**src/rtl/rbcp_reg_slave.sv**
```systemverilog
// RBCP register-file slave: maps byte-wide SiTCP RBCP accesses onto a bank
// of RW control bytes, a read-only status window, a self-clearing pulse
// byte and a constant ID byte. Every accepted access is acknowledged.
module rbcp_reg_slave #(
  parameter logic [31:0]        BASE_ADDR = 32'h0000_0000,
  parameter int                 NREG      = 16,
  parameter logic [NREG*8-1:0]  REG_INIT  = '0,
  parameter logic [7:0]         ID_VALUE  = 8'hA5
) (
  input  logic              CLK,
  input  logic              RSTn,
  input  logic              LOC_ACT,
  input  logic [31:0]       LOC_ADDR,
  input  logic [7:0]        LOC_WD,
  input  logic              LOC_WE,
  input  logic              LOC_RE,
  output logic              LOC_ACK,
  output logic [7:0]        LOC_RD,
  input  logic [31:0]       STATUS_IN,
  output logic [NREG*8-1:0] REG_OUT,
  output logic [7:0]        PULSE_OUT,
  output logic              WR_ERR
);

  localparam logic [4:0] OFF_STAT0 = 5'h10;
  localparam logic [4:0] OFF_STAT1 = 5'h11;
  localparam logic [4:0] OFF_STAT2 = 5'h12;
  localparam logic [4:0] OFF_STAT3 = 5'h13;
  localparam logic [4:0] OFF_PULSE = 5'h14;
  localparam logic [4:0] OFF_ID    = 5'h15;
  localparam logic [4:0] OFF_ERRCL = 5'h16;

  typedef enum logic [1:0] {S_IDLE, S_EXEC, S_ACK} state_t;

  state_t             state_q;
  logic               ack_q;
  logic [7:0]         rd_q;
  logic [7:0]         pulse_q;
  logic               err_q;
  logic [NREG*8-1:0]  reg_q;

  // Latched request (address, data, kind); only meaningful in EXEC
  logic [31:0]        addr_q;
  logic [7:0]         wd_q;
  logic               wr_q;

  logic               req;
  logic               hit;
  logic [4:0]         off;
  logic               reg_hit;
  logic [7:0]         rd_d;
  logic [NREG*8-1:0]  reg_d;
  logic               err_set;
  logic               err_clr;

  // A request is only taken while the bus marks the transaction active
  assign req = LOC_ACT && (LOC_WE || LOC_RE);

  // Address decode of the latched request: read data, RW-bank update, error flags
  always_comb begin
    hit     = (addr_q[31:5] == BASE_ADDR[31:5]);
    off     = addr_q[4:0];
    reg_hit = 1'b0;
    rd_d    = 8'h00;
    reg_d   = reg_q;
    if (hit) begin
      for (int k = 0; k < NREG; k++) begin
        if (off == 5'(k)) begin
          reg_hit          = 1'b1;
          rd_d             = reg_q[8*k +: 8];
          reg_d[8*k +: 8]  = wd_q;
        end
      end
      case (off)
        OFF_STAT0: rd_d = STATUS_IN[31:24];
        OFF_STAT1: rd_d = STATUS_IN[23:16];
        OFF_STAT2: rd_d = STATUS_IN[15:8];
        OFF_STAT3: rd_d = STATUS_IN[7:0];
        OFF_ID:    rd_d = ID_VALUE;
        default:   ;
      endcase
    end
    err_clr = hit && (off == OFF_ERRCL);
    err_set = !(hit && (reg_hit || off == OFF_PULSE || off == OFF_ERRCL));
  end

  // Capture the request payload when it is accepted in IDLE
  always_ff @(posedge CLK) begin
    if (state_q == S_IDLE && req) begin
      addr_q <= LOC_ADDR;
      wd_q   <= LOC_WD;
      wr_q   <= LOC_WE;   // WE together with RE counts as a write
    end
  end

  // Access FSM IDLE -> EXEC -> ACK with all bus-facing outputs registered
  always_ff @(posedge CLK or negedge RSTn) begin
    if (!RSTn) begin
      state_q <= S_IDLE;
      ack_q   <= 1'b0;
      rd_q    <= 8'h00;
      pulse_q <= 8'h00;
      err_q   <= 1'b0;
      reg_q   <= REG_INIT;
    end else begin
      case (state_q)
        S_IDLE: begin
          ack_q   <= 1'b0;
          pulse_q <= 8'h00;
          if (req) state_q <= S_EXEC;
        end
        S_EXEC: begin
          if (wr_q) begin
            reg_q <= reg_d;
            if (hit && off == OFF_PULSE) pulse_q <= wd_q;
            if (err_clr)      err_q <= 1'b0;
            else if (err_set) err_q <= 1'b1;
          end else begin
            rd_q <= rd_d;
          end
          ack_q   <= 1'b1;
          state_q <= S_ACK;
        end
        S_ACK: begin
          // Strobes seen here are dropped; the pulse lasts only this cycle
          ack_q   <= 1'b0;
          pulse_q <= 8'h00;
          state_q <= S_IDLE;
        end
        default: begin
          ack_q   <= 1'b0;
          pulse_q <= 8'h00;
          state_q <= S_IDLE;
        end
      endcase
    end
  end

  assign LOC_ACK   = ack_q;
  assign LOC_RD    = rd_q;
  assign PULSE_OUT = pulse_q;
  assign WR_ERR    = err_q;
  assign REG_OUT   = reg_q;

endmodule

```
**config.mk**
```make
export PLATFORM = sky130hd
export DESIGN_NAME = rbcp_reg_slave
export DESIGN_NICKNAME = d
export VERILOG_FILES = /design/src/rtl/rbcp_reg_slave.sv
export SDC_FILE = /design/constraint.sdc
export NUM_CORES = 1
export LEC_CHECK = 0
export ABC_AREA = 1
export BUFFER_PORTS_ARGS = -buffer_cell sky130_fd_sc_hd__buf_2
export CAP_MARGIN = 5
export CORE_ASPECT_RATIO = 1.2
export CORE_MARGIN = 4
export CORE_UTILIZATION = 53
export DETAILED_ROUTE_END_ITERATION = 8
export PLACE_DENSITY = 0.82
export REMOVE_ABC_BUFFERS = 1
export SETUP_SLACK_MARGIN = 0.3
export SLEW_MARGIN = 10
export SYNTH_ARGS = -nofsm -noshare
export SYNTH_HDL_FRONTEND = slang
export SYNTH_SLANG_ARGS = --single-unit
export TNS_END_PERCENT = 50
```
**constraint.sdc**
```tcl
create_clock -name CLK -period 4.9 [get_ports CLK]
set_input_delay 0.735 -clock CLK [delete_from_list [all_inputs] [get_ports CLK]]
set_output_delay 0.735 -clock CLK [all_outputs]
set_load 0.01 [all_outputs]
```
==> summary.md, run 1 <==
| Metric | Value |
|---|---|
| Worst slew pin tran | about 1.0 ns |
| Kind of critical path | register to register |
| Register area share after synthesis | 0.566 |
| Ys Warns | 0 |
| Arrival time at the worst endpoint | 2.96 ns |
| Initial antenna violation count | 0 |
| Placer Congestion | around 0.94 |
| CTS tree | built |
| Avg WL per Cell | 17.2 um |
| Critical Path RT | between 5 and 6 ns |
| Setup TNS | 0 ns |
| Die W | between 100 and 150 um |
| Grt ovf | 0 |
| Vias in the first global route | between 7k and 8k |
| Area share of the largest cell type after synthesis | 0.425 |
| Worst-Skew Late Latency | approximately 0.44 ns |
| FF-to-FF End | LOC_RD[7] |
| Fraction of layout cells with a size suffix above 1 | 0.227 |
| DRT Pass-1 Iters | 5 |
| First DRT Iteration DRCs | about 680 |
| Worst min path class | input port to asynchronous set/reset pin |
| Clock root buffer | clkbuf_16 |
| Met3 WL post-DR | ~1800 um |
| Initial Util | 0.538 |
| Synth top cells by count | 184 x nor2_1, 175 x inv_1, 168 x nand2_1, 164 x a21oi_1, 148 x dfrtp_1 |
| Max-slew headroom | 0.328 |
| I/O Pins | around 220 |
| CP endpoint kind | register |
| Synth cell types | 32 |
| Yosys reg bits | between 150 and 200 |
| Routed vias/inst | roughly 5.3 |
| Number of CTS-inserted buffers | 17 |
| Met2 wire len | between 10000 and 15000 um |
| Synth Area in Compound Gates | 0.114 |
| CTS-repair resized insts | 0 |
| Tcrit/Tclk final | 0.537 |
| CORE AREA | between 15000 and 20000 um^2 |
| Post-CTS Setup Repair Bufs | 0 |
| Minimum clock period | ~2.6 ns |
| Pleak | about 6.5 nW |
| Residual DRC | 0 |
| Row count | 51 |
| Reg clk slew, reported paths | around 0.08 ns |
| Max Freq | 380 MHz |
| Longest Clk Path Bufs | 2 |
| Hold-fix buffers, CTS | 0 |
| EDFF count, synth | between 40 and 50 |
| Area growth from synthesis to layout | 20.9% |
| # diodes | 0 |
| Ys async rst share | 0.783 |
| Post-synthesis cell count | approximately 1.0k |
| Setup slack, reg-to-reg | 2.27 ns |
| Ranking of synthesized cells by area | dfrtp_1 43%, edfxtp_1 14%, a21oi_1 9.4% |
| Hold Fails Final Rpt | 0 |
| RSZ-0062 raised after global routing | false |
| Adder-cell area share of the yosys netlist | 0 |
| R2r worst-path depth | 9 |
| Die Y | between 100 and 150 um |
| Final setup viols | 0 |
| Worst Path Max Fanout | 11 |
| Reg-to-reg critical path startpoint | addr_q[4] |
| XOR/XNOR Fraction of Synth Area | 0 |
| Power after layout | about 3.2 mW |
| Ys flop type | dfrtp_1 |
| Max layer used | met4 |
| Mux contribution to synthesized area | 0 |
| H-tree level count | 4 |
| DP HPWL | between 15000 and 20000 um |
| Die area | approximately 19000 um^2 |
| Startpoint types | register |
| Most common cell in the netlist | nor2_1 |
| Met1 wire length | 10100 um |
| Synth area leader | dfrtp_1 |
| CTS sink count | ~190 |
| Clock skew | 0.0107 ns |
| Outcome | completed |
| Final WL | about 25000 um |
| Final Max Tran Viols | 0 |
| VDD IR-drop max | ~180 uV |
| Largest net degree at the start of global routing | ~110 |
| Simple-gate share of the synthesized area | 0.214 |
| DRT antenna net count | 0 |
| Post-synthesis average cell area | ~8.4 um^2 |
| First-pass GRT wire length | 39300 um |
| Vias post-DR | 7838 |
| Post-Syn Area | about 8700 um^2 |
| Pwr Density | just over 300 nW/um^2 |
| Total track usage | 0.271 |
| Max cap viols | 0 |
| Main combinational cell family by area after synthesis | simple AND/OR/NAND/NOR gates |
| Final Net Count | 1333 |
| Port bufs | around 220 |
==> critical path, stage by stage (launching register included) <==
cell	delay (ns)
edfxtp_1	0.53
inv_1	0.31
nand2_1	0.17
nor2_1	0.65
inv_1	0.22
or2_2	0.33
nand2_1	0.09
nand3_1	0.10
nand2_1	0.07
nand2_1	0.04
==> sequential cells by signal, summed over array words and instances, names as in the netlist <==
name	cells
LOC_RD	8
PULSE_OUT	8
LOC_ACK	1
state_q	2
addr_q	32
wd_q	8
wr_q	1
REG_OUT	128
WR_ERR	1
==> layout make-up <==
class,instances,area [um^2]
fill,1386,5680
sequential,189,4930
multi-input combinational,633,2860
timing repair buffer,224,1130
inverter,191,717
clock buffer,17,425
tap,212,265
clock inverter,15,196
==> cells in the final DEF, fill, tap and decap left out, types with 3 or more instances in the layout <==
master and instances:
a221oi_1 3, clkinv_1 9, clkbuf_16 17, nor3_1 9
o21ai_0 12, nor2_4 5, edfxtp_1 41, nor2_2 4
dfrtp_1 148, nand3_1 32, nand2_1 168, a21oi_1 164
nor2_1 184, inv_2 7, or2_2 12, buf_2 221
a41oi_1 3, clkinv_8 8, nor4_1 6, clkinv_4 3
nand4_1 15, inv_1 175, or2_0 3, o22ai_1 3
==> power breakdown <==
group          switching (mW)  internal, mW
combinational           0.138        0.0484
sequential             0.0124          1.64
clock                   0.698         0.695
==> metrics by stage <==
step | worst slack, ns | hold WS (ns) | cells | instance area [um^2] | util
after floorplan | 0.764 | 0.436 | 1013 | 8510 | -
after global placement | 2.37 | 0.459 | 1449 | 9910 | 0.611
after detailed placement | 2.32 | 0.466 | 1449 | 9910 | 0.611
after CTS | 2.30 | 0.448 | 1481 | 10500 | 0.650
after global routing | 2.04 | 0.446 | 1481 | 10500 | 0.650
final | 2.27 | 0.437 | 1481 | 10500 | 0.650
==> cells by family after synthesis <==
logic type,after synthesis
AND/OR/NAND/NOR,442
buffers and inverters,221
AO/OA/AOI/OAI,191
flip-flops,189
==> worst max path at each step <==
stage	slack, ns	endpoint	from	cells after the start
3_3_place_gp	2.37	LOC_RD[7]	addr_q[4]	9
5_1_grt	2.04	REG_OUT[20]	state_q[0]	11
2_1_floorplan	0.76	addr_q[0]	LOC_RE	2
4_1_cts	2.30	LOC_RD[7]	addr_q[4]	9
6_report	2.27	LOC_RD[7]	addr_q[4]	9
3_5_place_dp	2.32	LOC_RD[7]	addr_q[4]	9
==> routing by layer <==
metal  global-route usage  vias up
li1                     -     3727
met1                0.345     3729
met2                0.470      333
met3               0.0532       49
met4               0.0889        0
met5                    0        -
Power figures use the tool's default switching activity.
==> inputs of run 2 (changes only) <==
--- a/config.mk
+++ b/config.mk
@@ -10,9 +10,9 @@
 export CAP_MARGIN = 5
 export CORE_ASPECT_RATIO = 1.2
 export CORE_MARGIN = 4
-export CORE_UTILIZATION = 53
+export CORE_UTILIZATION = 48
 export DETAILED_ROUTE_END_ITERATION = 8
-export PLACE_DENSITY = 0.82
+export PLACE_DENSITY = 0.78
 export REMOVE_ABC_BUFFERS = 1
 export SETUP_SLACK_MARGIN = 0.3
 export SLEW_MARGIN = 10
==> constraint.sdc (replaced) <==
create_clock -name CLK -period 2.1 [get_ports CLK]
set_input_delay 0.315 -clock CLK [delete_from_list [all_inputs] [get_ports CLK]]
set_output_delay 0.315 -clock CLK [all_outputs]
set_load 0.01 [all_outputs]
==> summary.md, run 2 (synthesized netlist as in run 1, its figures left out) <==
| Metric | Value |
|---|---|
| Most common cell after layout, fill and taps aside | buf_2 |
| Post-Place Worst Slack | -0.0683 ns (-2.39 ns) |
| Reg clk slew, reported paths | 0.07 ns (about the same) |
| Avg WL per Cell | 17.7 um (+2.8%) |
| VDD IR-drop max | 520 uV (+180%) |
| Max-slew headroom | 0.708 (+0.380) |
| Clock skew | 0.0129 ns (+0.00214 ns) |
| Worst slew pin tran | 0.435 ns (-0.573 ns) |
| First-pass GRT wire length | 42000 um (+6.9%) |
| Vias post-DR | 8229 (+5.0%) |
| Worst-Skew Late Latency | 0.44 ns (about the same) |
| Fraction of layout cells with a size suffix above 1 | 0.323 (+0.0957) |
| DP HPWL | 20800 um (+13%) |
| Critical Path RT | 2.43 ns (-2.80 ns) |
| Max cap viols | 0 (unchanged) |
| Pleak | 6.87 nW (+6.2%) |
| Tcrit/Tclk final | 1.02 (+0.478) |
| CP endpoint kind | register |
| Most frequent CP cell | nand2_1 |
| RSZ-0062 raised after global routing | true |
| Number of CTS-inserted buffers | 17 (unchanged) |
| Fill count | 1456 (+5.1%) |
| Vias in the first global route | 8045 (+7.6%) |
| # diodes | 0 (unchanged) |
| Cell Chain, Critical Path | inv_2 > nor2_2 > nand3_1 > buf_6 > inv_1 > buf_4 > a31oi_1 > nand2_1 > nand2_1 > nand2_1 > nand2_1 > nand2_1 > nand2_1 > nand4_1 > nand2_1 > nand2_1 |
| Layout Utilization | 0.642 (-0.00811) |
| Worst path slowest cell | edfxtp_1 |
| CTS tree | built |
| Setup TNS | -0.0322 ns (-0.0322 ns) |
| Area growth from synthesis to layout | 30.4% |
| Residual DRC | 0 (unchanged) |
| Die area | 20400 um^2 (+9.8%) |
| Commonest cells after routing, fill and taps aside | 221 x buf_2, 166 x nor2_1, 160 x inv_1, 158 x nand2_1 |
| Max Freq | 469 MHz (+23%) |
| Worst Path Max Fanout | 11 (unchanged) |
| Worst min path class | input port to register |
| Final setup viols | 1 (+1) |
| Outcome | finished with violations |
| Longest Clk Path Bufs | 2 (unchanged) |
| Post-route cell area | 11400 um^2 (+7.9%) |
| Routed vias/inst | 5.28 (-0.26%) |
| Final Max Tran Viols | 0 (unchanged) |
| Initial antenna violation count | 0 (unchanged) |
| H-tree level count | 4 (unchanged) |
| Pwr Density | 676 nW/um^2 (+120%) |
| Failing checks | negative setup slack |
| Hold Fails Final Rpt | 0 (unchanged) |
| Die Y | 156 um (+4.8%) |
| Die W | 131 um (+4.8%) |
| Grt ovf | 0 (unchanged) |
| Initial Util | 0.492 (-0.0455) |
| Final WL | 27500 um (+8.2%) |
| Row count | 53 (+3.9%) |
| Final Worst Setup Slack | -0.0322 ns (-2.30 ns) |
| CTS sink count | 189 (unchanged) |
| Max reg flops | 128 (unchanged) |
| DRT Pass-1 Iters | 5 (unchanged) |
| Clock root buffer | clkbuf_16 |
| Setup slack, reg-to-reg | -0.03 ns (-2.30 ns) |
| Dpl cell area | 10400 um^2 (+5.1%) |
| DRT antenna net count | 0 (unchanged) |
| I/O Pins | 223 (unchanged) |
| Total track usage | 0.269 (-0.00237) |
| Placer Congestion | 0.887 (-5.5%) |
| Kind of critical path | register to register |
| Minimum clock period | 2.13 ns (-0.499 ns) |
| Crit path largest cell delay | 0.46 ns (-0.19 ns) |
| Largest net degree at the start of global routing | 65 (-41%) |
| Arrival time at the worst endpoint | 2.46 ns (-0.50 ns) |
| First DRT Iteration DRCs | 681 (+0.44%) |
| Startpoint types | register |
| CORE AREA | 17700 um^2 (+9.2%) |
| Final Net Count | 1403 (+5.3%) |
| Port bufs | 222 (unchanged) |
-- run 2: changes by cell type in the layout (fill, tap and decap cells not counted), moves of 15 or more --
cell,change
inv_1,-15
nor2_1,-18
a21oi_2,+16
a21oi_1,-16
nor2_2,+17
buf_4,+62
-- run 2: worst paths after layout --
check / cells after the start / startpoint / end
max in group asynchronous: 3 / RSTn / REG_OUT[31]
worst min-delay path: 1 / LOC_ADDR[24] / addr_q[24]
min in group asynchronous: 2 / RSTn / REG_OUT[92]
worst max-delay path: 16 / addr_q[0] / LOC_RD[2]
worst min register to register: 2 / LOC_RD[2] / LOC_RD[2]
worst max register to register: 16 / addr_q[0] / LOC_RD[2]
-- run 2: layout make-up --
cell class	count	area, um^2	share of cell area
Clock inverter	15	178	0.0156
Multi-Input combinational cell	633	3100	0.273
Tap cell	220	275	0.0242
Sequential cell	189	4930	0.434
Inverter	191	732	0.0644
Timing Repair Buffer	293	1710	0.151
Clock buffer	17	425	0.0374
Timing Repair inverter	1	7.51	0.000661
-- run 2: stage by stage --
stage / hold slack, ns / power, mW / instances
2_1_floorplan: 0.0194 / 4.12 / 1013
3_3_place_gp: 0.255 / 4.44 / 1518
3_5_place_dp: 0.255 / 4.45 / 1518
4_1_cts: 0.0380 / 7.69 / 1556
5_1_grt: 0.0263 / 7.93 / 1559
6_report: 0.0484 / 7.68 / 1559
-- run 2: critical path, delay by kind of cell (launching register included) --
| family | cells | cell delay (ns) |
|---|---|---|
| AND/OR/NAND/NOR | 11 | 0.93 |
| flip-flops | 1 | 0.46 |
| buffers and inverters | 4 | 0.45 |
| AO/OA/AOI/OAI | 1 | 0.19 |
-- run 2: where the power goes --
part / internal (mW) / switching [mW] / leakage [nW]
Combinational: 0.187 / 0.359 / 4.14
Clock: 1.79 / 1.48 / 0.285
Sequential: 3.83 / 0.0317 / 2.44
-- run 2: what timing repair did --
action | 4_1_cts | 5_1_grt
endpoints found under the hold margin | 39 | 0
setup buffers | 4 | 3
hold buffers | 1 | 0
pin swaps | 2 | 10
gates resized for setup | 32 | 56
endpoints found under the setup margin | 138 | 144
cloned | 1 | 0
-- run 2: routing by layer --
metal	global-route usage	up-vias	wire, um
li1	-	3867	-
met4	0.0970	0	782
met1	0.333	3902	10600
met2	0.468	397	14100
met5	0	-	0
met3	0.0476	63	1970
